**config.mk**
```make
export PLATFORM = sky130hd
export DESIGN_NAME = ifu_prefetch
export DESIGN_NICKNAME = d
export VERILOG_FILES = /design/src/rtl/cpu_pkg.sv /design/src/rtl/fetch_fifo.sv /design/src/rtl/ifu_prefetch.sv
export SDC_FILE = /design/constraint.sdc
export NUM_CORES = 1
export LEC_CHECK = 0
export ABC_AREA = 1
export CAP_MARGIN = 20
export CORE_ASPECT_RATIO = 0.8
export CORE_MARGIN = 2
export CORE_UTILIZATION = 54
export DETAILED_ROUTE_END_ITERATION = 10
export DONT_BUFFER_PORTS = 1
export HOLD_SLACK_MARGIN = 0.15
export PLACE_DENSITY = 0.78
export SLEW_MARGIN = 30
export SYNTH_ARGS = -nofsm -noshare
export SYNTH_HDL_FRONTEND = slang
export SYNTH_SLANG_ARGS = --single-unit
```
**constraint.sdc**
```tcl
create_clock -name clk -period 9.74 [get_ports clk]
set_clock_uncertainty 0.1 [all_clocks]
set_input_delay 1.948 -clock clk [delete_from_list [all_inputs] [get_ports clk]]
set_output_delay 1.948 -clock clk [all_outputs]
set_load 0.02 [all_outputs]
```
**src/rtl/cpu_pkg.sv**
```systemverilog
// Shared CPU front-end constants and the fetch queue payload type.
package cpu_pkg;

    localparam int unsigned XLEN = 32;

    localparam logic [XLEN-1:0] INST_NOP     = 32'h0000_0000;
    localparam logic [XLEN-1:0] RESET_VECTOR = 32'h0000_0000;

    // One buffered instruction together with the address it was fetched from.
    typedef struct packed {
        logic [XLEN-1:0] inst;
        logic [XLEN-1:0] pc;
    } fetch_entry_t;

    localparam int unsigned ENTRY_W = $bits(fetch_entry_t);

endpackage

```
**src/rtl/fetch_fifo.sv**
```systemverilog
// Small synchronous FIFO with single-cycle flush; head word read straight from storage.
module fetch_fifo #(
    parameter int unsigned WIDTH = 32,
    parameter int unsigned DEPTH = 4,
    parameter int unsigned CW    = $clog2(DEPTH + 1)
) (
    input  logic             clk,
    input  logic             clr,
    input  logic             i_flush,
    input  logic             i_push,
    input  logic [WIDTH-1:0] i_wdata,
    input  logic             i_pop,
    output logic [WIDTH-1:0] o_rdata,
    output logic [CW-1:0]    o_count
);

    localparam int unsigned AW = (DEPTH > 1) ? $clog2(DEPTH) : 1;

    logic [WIDTH-1:0] r_mem [DEPTH];
    logic [AW-1:0]    r_wr_ptr;
    logic [AW-1:0]    r_rd_ptr;
    logic [CW-1:0]    r_count;
    logic             w_do_push;
    logic             w_do_pop;

    // Pops of an empty FIFO are ignored; a push into a full FIFO needs a same-cycle pop.
    assign w_do_pop  = i_pop && (r_count != '0);
    assign w_do_push = i_push && ((r_count != CW'(DEPTH)) || w_do_pop);

    // Pointer and occupancy tracking; DEPTH is a power of two so pointers wrap naturally.
    always_ff @(posedge clk or posedge clr) begin
        if (clr) begin
            r_wr_ptr <= '0;
            r_rd_ptr <= '0;
            r_count  <= '0;
        end else if (i_flush) begin
            r_wr_ptr <= '0;
            r_rd_ptr <= '0;
            r_count  <= '0;
        end else begin
            if (w_do_push) begin
                r_wr_ptr <= r_wr_ptr + AW'(1);
            end
            if (w_do_pop) begin
                r_rd_ptr <= r_rd_ptr + AW'(1);
            end
            if (w_do_push && !w_do_pop) begin
                r_count <= r_count + CW'(1);
            end else if (w_do_pop && !w_do_push) begin
                r_count <= r_count - CW'(1);
            end
        end
    end

    // Storage array, no reset needed since reads are qualified by occupancy.
    always_ff @(posedge clk) begin
        if (w_do_push && !i_flush) begin
            r_mem[r_wr_ptr] <= i_wdata;
        end
    end

    assign o_rdata = r_mem[r_rd_ptr];
    assign o_count = r_count;

endmodule

```
**src/rtl/ifu_prefetch.sv**
```systemverilog
// Instruction prefetch: sequential PC generation, credit-limited fetch issue,
// in-order response buffering toward decode, and redirect flush with stale-response drop.
module ifu_prefetch
    import cpu_pkg::*;
#(
    parameter int unsigned     DEPTH    = 4,
    parameter logic [XLEN-1:0] RESET_PC = RESET_VECTOR
) (
    input  logic            clk,
    input  logic            clr,
    output logic            imem_req,
    output logic [XLEN-1:0] imem_addr,
    input  logic            imem_gnt,
    input  logic            imem_rvalid,
    input  logic [XLEN-1:0] imem_rdata,
    input  logic            redirect,
    input  logic [XLEN-1:0] redirect_pc,
    output logic            dec_valid,
    input  logic            dec_ready,
    output logic [XLEN-1:0] dec_inst,
    output logic [XLEN-1:0] dec_pc
);

    localparam int unsigned CW = $clog2(DEPTH + 1);
    localparam int unsigned SW = CW + 2;

    logic [XLEN-1:0] r_fetch_pc;
    logic [CW-1:0]   r_discard;

    logic [CW-1:0]   w_count;
    logic [CW-1:0]   w_outst;
    logic [SW-1:0]   w_inflight;
    logic            w_grant;
    logic            w_rv_tracked;
    logic            w_accept;
    logic            w_pop;
    logic [XLEN-1:0] w_redirect_pc;
    logic [XLEN-1:0] w_pc_head;
    fetch_entry_t    w_push_entry;
    fetch_entry_t    w_head;

    assign w_redirect_pc = redirect_pc & ~XLEN'(3);

    // Every queued entry, live request and stale request holds one credit.
    assign w_inflight = SW'(w_count) + SW'(w_outst) + SW'(r_discard);
    assign imem_req   = !redirect && (w_inflight < SW'(DEPTH));
    assign imem_addr  = r_fetch_pc;
    assign w_grant    = imem_req && imem_gnt;

    // A response matches some request only if something is live or stale.
    assign w_rv_tracked = imem_rvalid && ((w_outst != '0) || (r_discard != '0));
    assign w_accept     = imem_rvalid && !redirect && (r_discard == '0) && (w_outst != '0);

    assign dec_valid    = (w_count != '0);
    assign w_pop        = dec_valid && dec_ready;
    assign w_push_entry = '{inst: imem_rdata, pc: w_pc_head};
    assign dec_inst     = dec_valid ? w_head.inst : INST_NOP;
    assign dec_pc       = dec_valid ? w_head.pc : '0;

    // Fetch address and stale-response counter; redirect converts all live requests to stale.
    always_ff @(posedge clk or posedge clr) begin
        if (clr) begin
            r_fetch_pc <= RESET_PC;
            r_discard  <= '0;
        end else if (redirect) begin
            r_fetch_pc <= w_redirect_pc;
            r_discard  <= w_outst + r_discard - CW'(w_rv_tracked);
        end else begin
            if (w_grant) begin
                r_fetch_pc <= r_fetch_pc + XLEN'(4);
            end
            if (imem_rvalid && (r_discard != '0)) begin
                r_discard <= r_discard - CW'(1);
            end
        end
    end

    // Instruction/PC queue feeding decode.
    fetch_fifo #(
        .WIDTH (ENTRY_W),
        .DEPTH (DEPTH),
        .CW    (CW)
    ) u_inst_q (
        .clk     (clk),
        .clr     (clr),
        .i_flush (redirect),
        .i_push  (w_accept),
        .i_wdata (w_push_entry),
        .i_pop   (w_pop),
        .o_rdata (w_head),
        .o_count (w_count)
    );

    // PCs of granted requests awaiting data; its occupancy is the live outstanding count.
    fetch_fifo #(
        .WIDTH (XLEN),
        .DEPTH (DEPTH),
        .CW    (CW)
    ) u_pc_q (
        .clk     (clk),
        .clr     (clr),
        .i_flush (redirect),
        .i_push  (w_grant),
        .i_wdata (r_fetch_pc),
        .i_pop   (w_accept),
        .o_rdata (w_pc_head),
        .o_count (w_outst)
    );

    // Data returned with nothing live or stale outstanding violates the memory protocol.
    assert property (@(posedge clk) disable iff (clr)
        !(imem_rvalid && (w_outst == '0) && (r_discard == '0)))
        else $error("ifu_prefetch: imem_rvalid with no outstanding request");

endmodule

```
# Yosys cells after proc, flatten, opt, wreduce, memory -nomap -nowiden
# Memories as Yosys holds them, arrays and structs flattened.
# Cells that the tools add are included.
# op_classes
reduce_logical	38
n_mux	24
n_lt_le_gt_ge	1
addsub	14
n_eq_ne	2
# op_table
op	count
$mux W32	4
$add A32 B3 Y32 const B	1
$mux W3	8
$logic_and A1 B1 Y1	18
$mux W2	8
$reduce_bool A3 Y1	5
$reduce_bool A2 Y1	6
$sub A3 B1 Y3 const B	3
$add A2 B1 Y2 const B	4
$add A3 B1 Y3 const B	2
$ne A3 B3 Y1 const B	2
$add A4 B3 Y5	1
$logic_not A1 Y1	5
$lt A5 B3 Y1 const B	1
$add A3 B3 Y4	1
$mux W1	4
$add A3 B3 Y3	1
$logic_not A3 Y1	1
$logic_or A1 B1 Y1	3
$sub A3 B1 Y3	1
# totals
ramBits	384
ff_bits	49
memories	2
word_cells	89
# mem_list
memory	words	word_bits	read_ports	rd_clocked_by_memory_dff	wr	line	rtl
u_inst_q.r_mem	4	64	1	0	1	fetch_fifo.sv:19	logic [WIDTH-1:0] r_mem [DEPTH];
u_pc_q.r_mem	4	32	1	0	1	fetch_fifo.sv:19	

# Logic depth before layout (Yosys ltp)
# depth
word_depth	12
mapped_depth	20
mapped_depth_nobuf	20

# Modules after synthesis
# A second synthesis with hierarchy kept.
# hier_totals
cells_unflattened	1652
area_unflattened_um2	18572.8
# by_module_without_submodules
module	seq_area_each_um2	cells_per_inst	area_per_inst_um2	instances
fetch_fifo (u_inst_q)	7862.5	688	9969.6	1
fetch_fifo (u_pc_q)	4018.9	380	5265.0	1
ifu_prefetch	825.8	584	3338.2	1

# Least setup slack after synthesis
# OpenSTA, ideal clock, no wires.
# synth_path
path_kind	in2reg
from	in imem_rvalid
to	mem u_inst_q.r_mem[0][10] (netlist name), enable pin
setup_ps	482
required_ps	9158
arrival_time_ps	5111
path_slack_ps	4046
path_stages	6
path_cell_list	inv_1 -> nor2_1 -> nand3_1 -> nor2_2 -> o21ai_1 -> nor2_1
# synth_via
elab_chain_len	7
# synth_rtl
element	line	rtl
from (decl)	ifu_prefetch.sv:14	input logic imem_rvalid,
$logic_and A1 B1 Y1 (3 in series)	ifu_prefetch.sv:52	assign w_accept = imem_rvalid && !redirect && (r_discard == '0) && (w_outst != '0);
$logic_and A1 B1 Y1	fetch_fifo.sv:28	assign w_do_push = i_push && ((r_count != CW'(DEPTH)) || w_do_pop);
$logic_and A1 B1 Y1	fetch_fifo.sv:57	if (w_do_push && !i_flush) begin
$mux W1	fetch_fifo.sv:57	
$mux W1 (implied by the code)	fetch_fifo.sv:58	r_mem[r_wr_ptr] <= i_wdata;
to (decl)	fetch_fifo.sv:19	
# No other way between the ends.

# Final worst setup path
# layout_path
from	reg u_inst_q.r_rd_ptr[0]
to	out dec_pc[29]
# layout_via
elab_chain_len	2
# layout_rtl
element	line	rtl
from (decl)	fetch_fifo.sv:21	logic [AW-1:0] r_rd_ptr;
from (signal assigned)	fetch_fifo.sv:45	r_rd_ptr <= r_rd_ptr + AW'(1);
$mem_v2 Z4 W64	-	
$mux W32	ifu_prefetch.sv:58	assign dec_pc = dec_valid ? w_head.pc : '0;
to (decl)	ifu_prefetch.sv:21	output logic [XLEN-1:0] dec_pc
# No other way between the ends.

==> results.py <==
metrics = {
    "grt": {
        "grt_antenna_before_repair": 0,
        "grt_use_total": 0.225,
        "grt_util_met1": 0.303,
        "grt.met3_usage": 0.0639,
        "met2_usage_grt": 0.362,
        "grt_remaining_overflow": 0,
        "top_usage_layer": "met2",
        "grt_start_max_net_pins": 77,
        "vias_in_the_first_global_route": 10600,
        "first_pass_grt_wire_length_mm": 58.4,
    },
    "critical_path": {
        "timing.setup.critical_path_class": "flip-flop to output port",
        "critical_path_required_ps": 7690,
        "crit_arrival_ps": 3360,
        "slowest_stage": "sky130_fd_sc_hd__dfrtp_4",
        "critPathMaxStageDelay_ps": 720,
        "cp_max_fo": 76,
        "critical_path_source_type": "flip-flop",
        "timing.critical_path.to_type": "output port",
        "reg2regPathDepth": 16,
        "path_cells": "inv_2 -> buf_4 -> o21ai_0 -> a21oi_1",
    },
    "finish": {
        "finalCoreUtilization": 0.605,
        "nets": 1611,
        "design_area_um2": 19100,
        "drive_gt1_frac": 0.0678,
        "area.growth.synth_to_final_pct": 9.57,
        "nFillCells": 2426,
        "finalNonFillerCells": 1968,
        "n_antenna_cell": 0,
    },
    "pwr": {
        "fin_total_pwr_mw": 5.43,
        "vdd.ir_drop.worst_v": 0.000220,
        "static-leakage-power_nw": 6.78,
        "power_per_unit_of_standard_cell_area_nw_per_um2": 284,
    },
    "clocking": {
        "post_cts_resize_count": 0,
        "clock_insertion_delay_worst_skew_ps": 540,
        "tritoncts": "done",
        "clock_tree.buffer_depth": 3,
        "postCtsSetupBuffers": 0,
        "cts_made_buffers": 40,
        "clock_transition_at_the_register_clock_pins_on_the_worst_setup_and_hold_paths_after_cts_ps": 60,
        "clockRootBuffer": "sky130_fd_sc_hd__clkbuf_16",
        "cts.sink_count": 415,
        "cts-htree-levels": 2,
        "hold_bufs_at_cts": 0,
    },
    "sta": {
        "fin_crit_ps": 5410,
        "worst_max_slew_pin_slew_ps": 960,
        "finalSetupTns_ps": 0,
        "holdWs_ps": 470,
        "maxClockFrequency_mhz": 185,
        "slew_viol_final": 0,
        "post-route-period-util": 0.556,
        "setup_repair_after_global_routing_missed_its_margin": "no",
        "finalHoldViolations": 0,
        "setup_slack_ps": 4330,
        "max-slew-margin-rel": 0.360,
        "finalSetupViolCount": 0,
    },
    "yosys": {
        "synth_enable_flop_cells": 368,
        "yosysUniqueCellTypes": 35,
        "yosysSeqAreaShare": 0.700,
        "synth_top_area_frac": 0.633,
        "syn_area_um2": 17500,
        "syn-instance-count": 1537,
        "async_reset_ff_frac": 0.113,
        "postSynthAreaPerCell_um2": 11.4,
        "yosys-top-cells-area": "sky130_fd_sc_hd__edfxtp_1 (63%), sky130_fd_sc_hd__nor2_1 (7.6%), sky130_fd_sc_hd__dfrtp_1 (6.7%)",
        "yosysWarningCount": 0,
        "synth.ff_latch_count": 415,
        "synth.largest_area_cell": "sky130_fd_sc_hd__edfxtp_1",
        "synth_top_flop_cell": "sky130_fd_sc_hd__edfxtp_1",
    },
    "detailed_routing": {
        "vias": 11100,
        "drt-pass1-iter-count": 7,
        "initialDrtViolationCount": 886,
        "wirelength_mm": 38.1,
        "routed_vias_inst": 5.65,
        "drt.antenna.violating_nets": 0,
        "route.detailed.drc": 0,
        "routed_wire_length_per_instance_um": 19.3,
    },
    "place": {
        "pre_cts_slack_ps": 4840,
        "placement.cell_area_um2": 17800,
        "final_weighted_congestion_in_routability_driven_placement": 0.915,
        "io_buffer_count": 0,
        "dp.cells": 1896,
        "post_detail_place_hpwl_mm": 22.0,
    },
    "min_path": {
        "worst_hold_path.num_cells": 1,
        "hp-class": "flip-flop to flip-flop",
    },
    "floorplan": {
        "start_util": 0.552,
        "die-area_um2": 33800,
        "die_w_um": 205,
        "core_region_area_um2": 31600,
        "die_h_um": 165,
        "placement_rows": 58,
        "io_pins": 168,
    },
    "run": {
        "drv_cap": 0,
    },
    "run_status": {
        "run_status": "completed",
    },
}
## per-layer routing
layer / routed length (um) / up-vias / part of all wire
met1: 16200 / 5332 / 0.43
met2: 17600 / 440 / 0.46
met3: 3600 / 56 / 0.095
li1: - / 5289 / -
met4: 675 / 0 / 0.018
met5: 0 / - / 0
## sequential cells by signal, indices dropped and copies added (netlist names)
signal,count
imem_addr,30
r_discard,3
u_inst_q.o_count,3
u_inst_q.r_mem,248
u_inst_q.r_rd_ptr,2
u_inst_q.r_wr_ptr,2
u_pc_q.o_count,3
u_pc_q.r_mem,120
u_pc_q.r_rd_ptr,2
u_pc_q.r_wr_ptr,2
## worst paths after layout
| check | start | to | slack (ps) |
|---|---|---|---|
| min | u_inst_q.r_wr_ptr[0] | u_inst_q.r_wr_ptr[0] | 470 |
| max in group asynchronous | clr | u_inst_q.r_rd_ptr[0] | 7710 |
| min reg2reg | u_inst_q.r_wr_ptr[0] | u_inst_q.r_wr_ptr[0] | 470 |
| min in group asynchronous | clr | r_discard[2] | 1350 |
| max | u_inst_q.r_rd_ptr[0] | dec_pc[29] | 4330 |
| max reg2reg | u_inst_q.o_count[1] | imem_addr[22] | 5780 |
## cell families after synthesis
family	Yosys count	synth area share
AND/OR/NAND/NOR	587	0.135
flip-flops	415	0.700
AO/OA/AOI/OAI	323	0.0966
buffers and inverters	164	0.0375
XOR/XNOR	25	0.0125
adder cells (fa/ha/maj)	22	0.0183
other	1	0.000215
## placed cells by master (no fill, tap or decap), types with 4 or more instances in the layout
master                      count
sky130_fd_sc_hd__edfxtp_1     368
sky130_fd_sc_hd__nor2_1       344
sky130_fd_sc_hd__o21ai_0      208
sky130_fd_sc_hd__nand2_1      166
sky130_fd_sc_hd__inv_1         76
sky130_fd_sc_hd__a21oi_1       68
sky130_fd_sc_hd__dfrtp_1       44
sky130_fd_sc_hd__clkbuf_16     41
sky130_fd_sc_hd__nand3_1       34
sky130_fd_sc_hd__o22ai_1       33
sky130_fd_sc_hd__xor2_1        20
sky130_fd_sc_hd__ha_1          16
sky130_fd_sc_hd__buf_4         14
sky130_fd_sc_hd__nand4_1       10
sky130_fd_sc_hd__clkbuf_1       9
sky130_fd_sc_hd__nor2_2         8
sky130_fd_sc_hd__o211ai_1       8
sky130_fd_sc_hd__inv_2          7
sky130_fd_sc_hd__nor3_1         7
sky130_fd_sc_hd__clkinv_1       7
sky130_fd_sc_hd__clkinv_2       7
sky130_fd_sc_hd__nor2_4         6
sky130_fd_sc_hd__fa_1           6
sky130_fd_sc_hd__xnor2_1        5
sky130_fd_sc_hd__conb_1         4
sky130_fd_sc_hd__bufinv_16      4
## worst max-delay path, delay by kind of cell (launching register included)
family          cells  cell delay (ps)
compound gates      2              750
flops               1              720
buf+inv             2             1320
## cells in the mapped netlist, types with 16 or more instances
library cell,count
sky130_fd_sc_hd__o22ai_1,33
sky130_fd_sc_hd__nand3_1,34
sky130_fd_sc_hd__xor2_1,20
sky130_fd_sc_hd__inv_1,77
sky130_fd_sc_hd__nand2_1,166
sky130_fd_sc_hd__clkbuf_1,55
sky130_fd_sc_hd__dfrtp_1,47
sky130_fd_sc_hd__o21ai_0,208
sky130_fd_sc_hd__a21oi_1,68
sky130_fd_sc_hd__edfxtp_1,368
sky130_fd_sc_hd__ha_1,16
sky130_fd_sc_hd__nor2_1,352
## cell type report
| cell class | count | area (um2) | area share |
|---|---|---|---|
| Sequential cell | 415 | 12200 | 0.639 |
| Multi-Input combinational cell | 961 | 4640 | 0.242 |
| Clock buffer | 50 | 1060 | 0.0554 |
| Tap cell | 420 | 526 | 0.0275 |
| Inverter | 84 | 315 | 0.0165 |
| Clock inverter | 21 | 209 | 0.0109 |
| Timing Repair Buffer | 17 | 155 | 0.00811 |
## report_power, final
part	internal, mW	switching, mW
clock	0.879	0.626
combinational	0.341	0.994
sequential	2.24	0.353
total	3.46	1.97
Power figures use the tool's default switching activity.
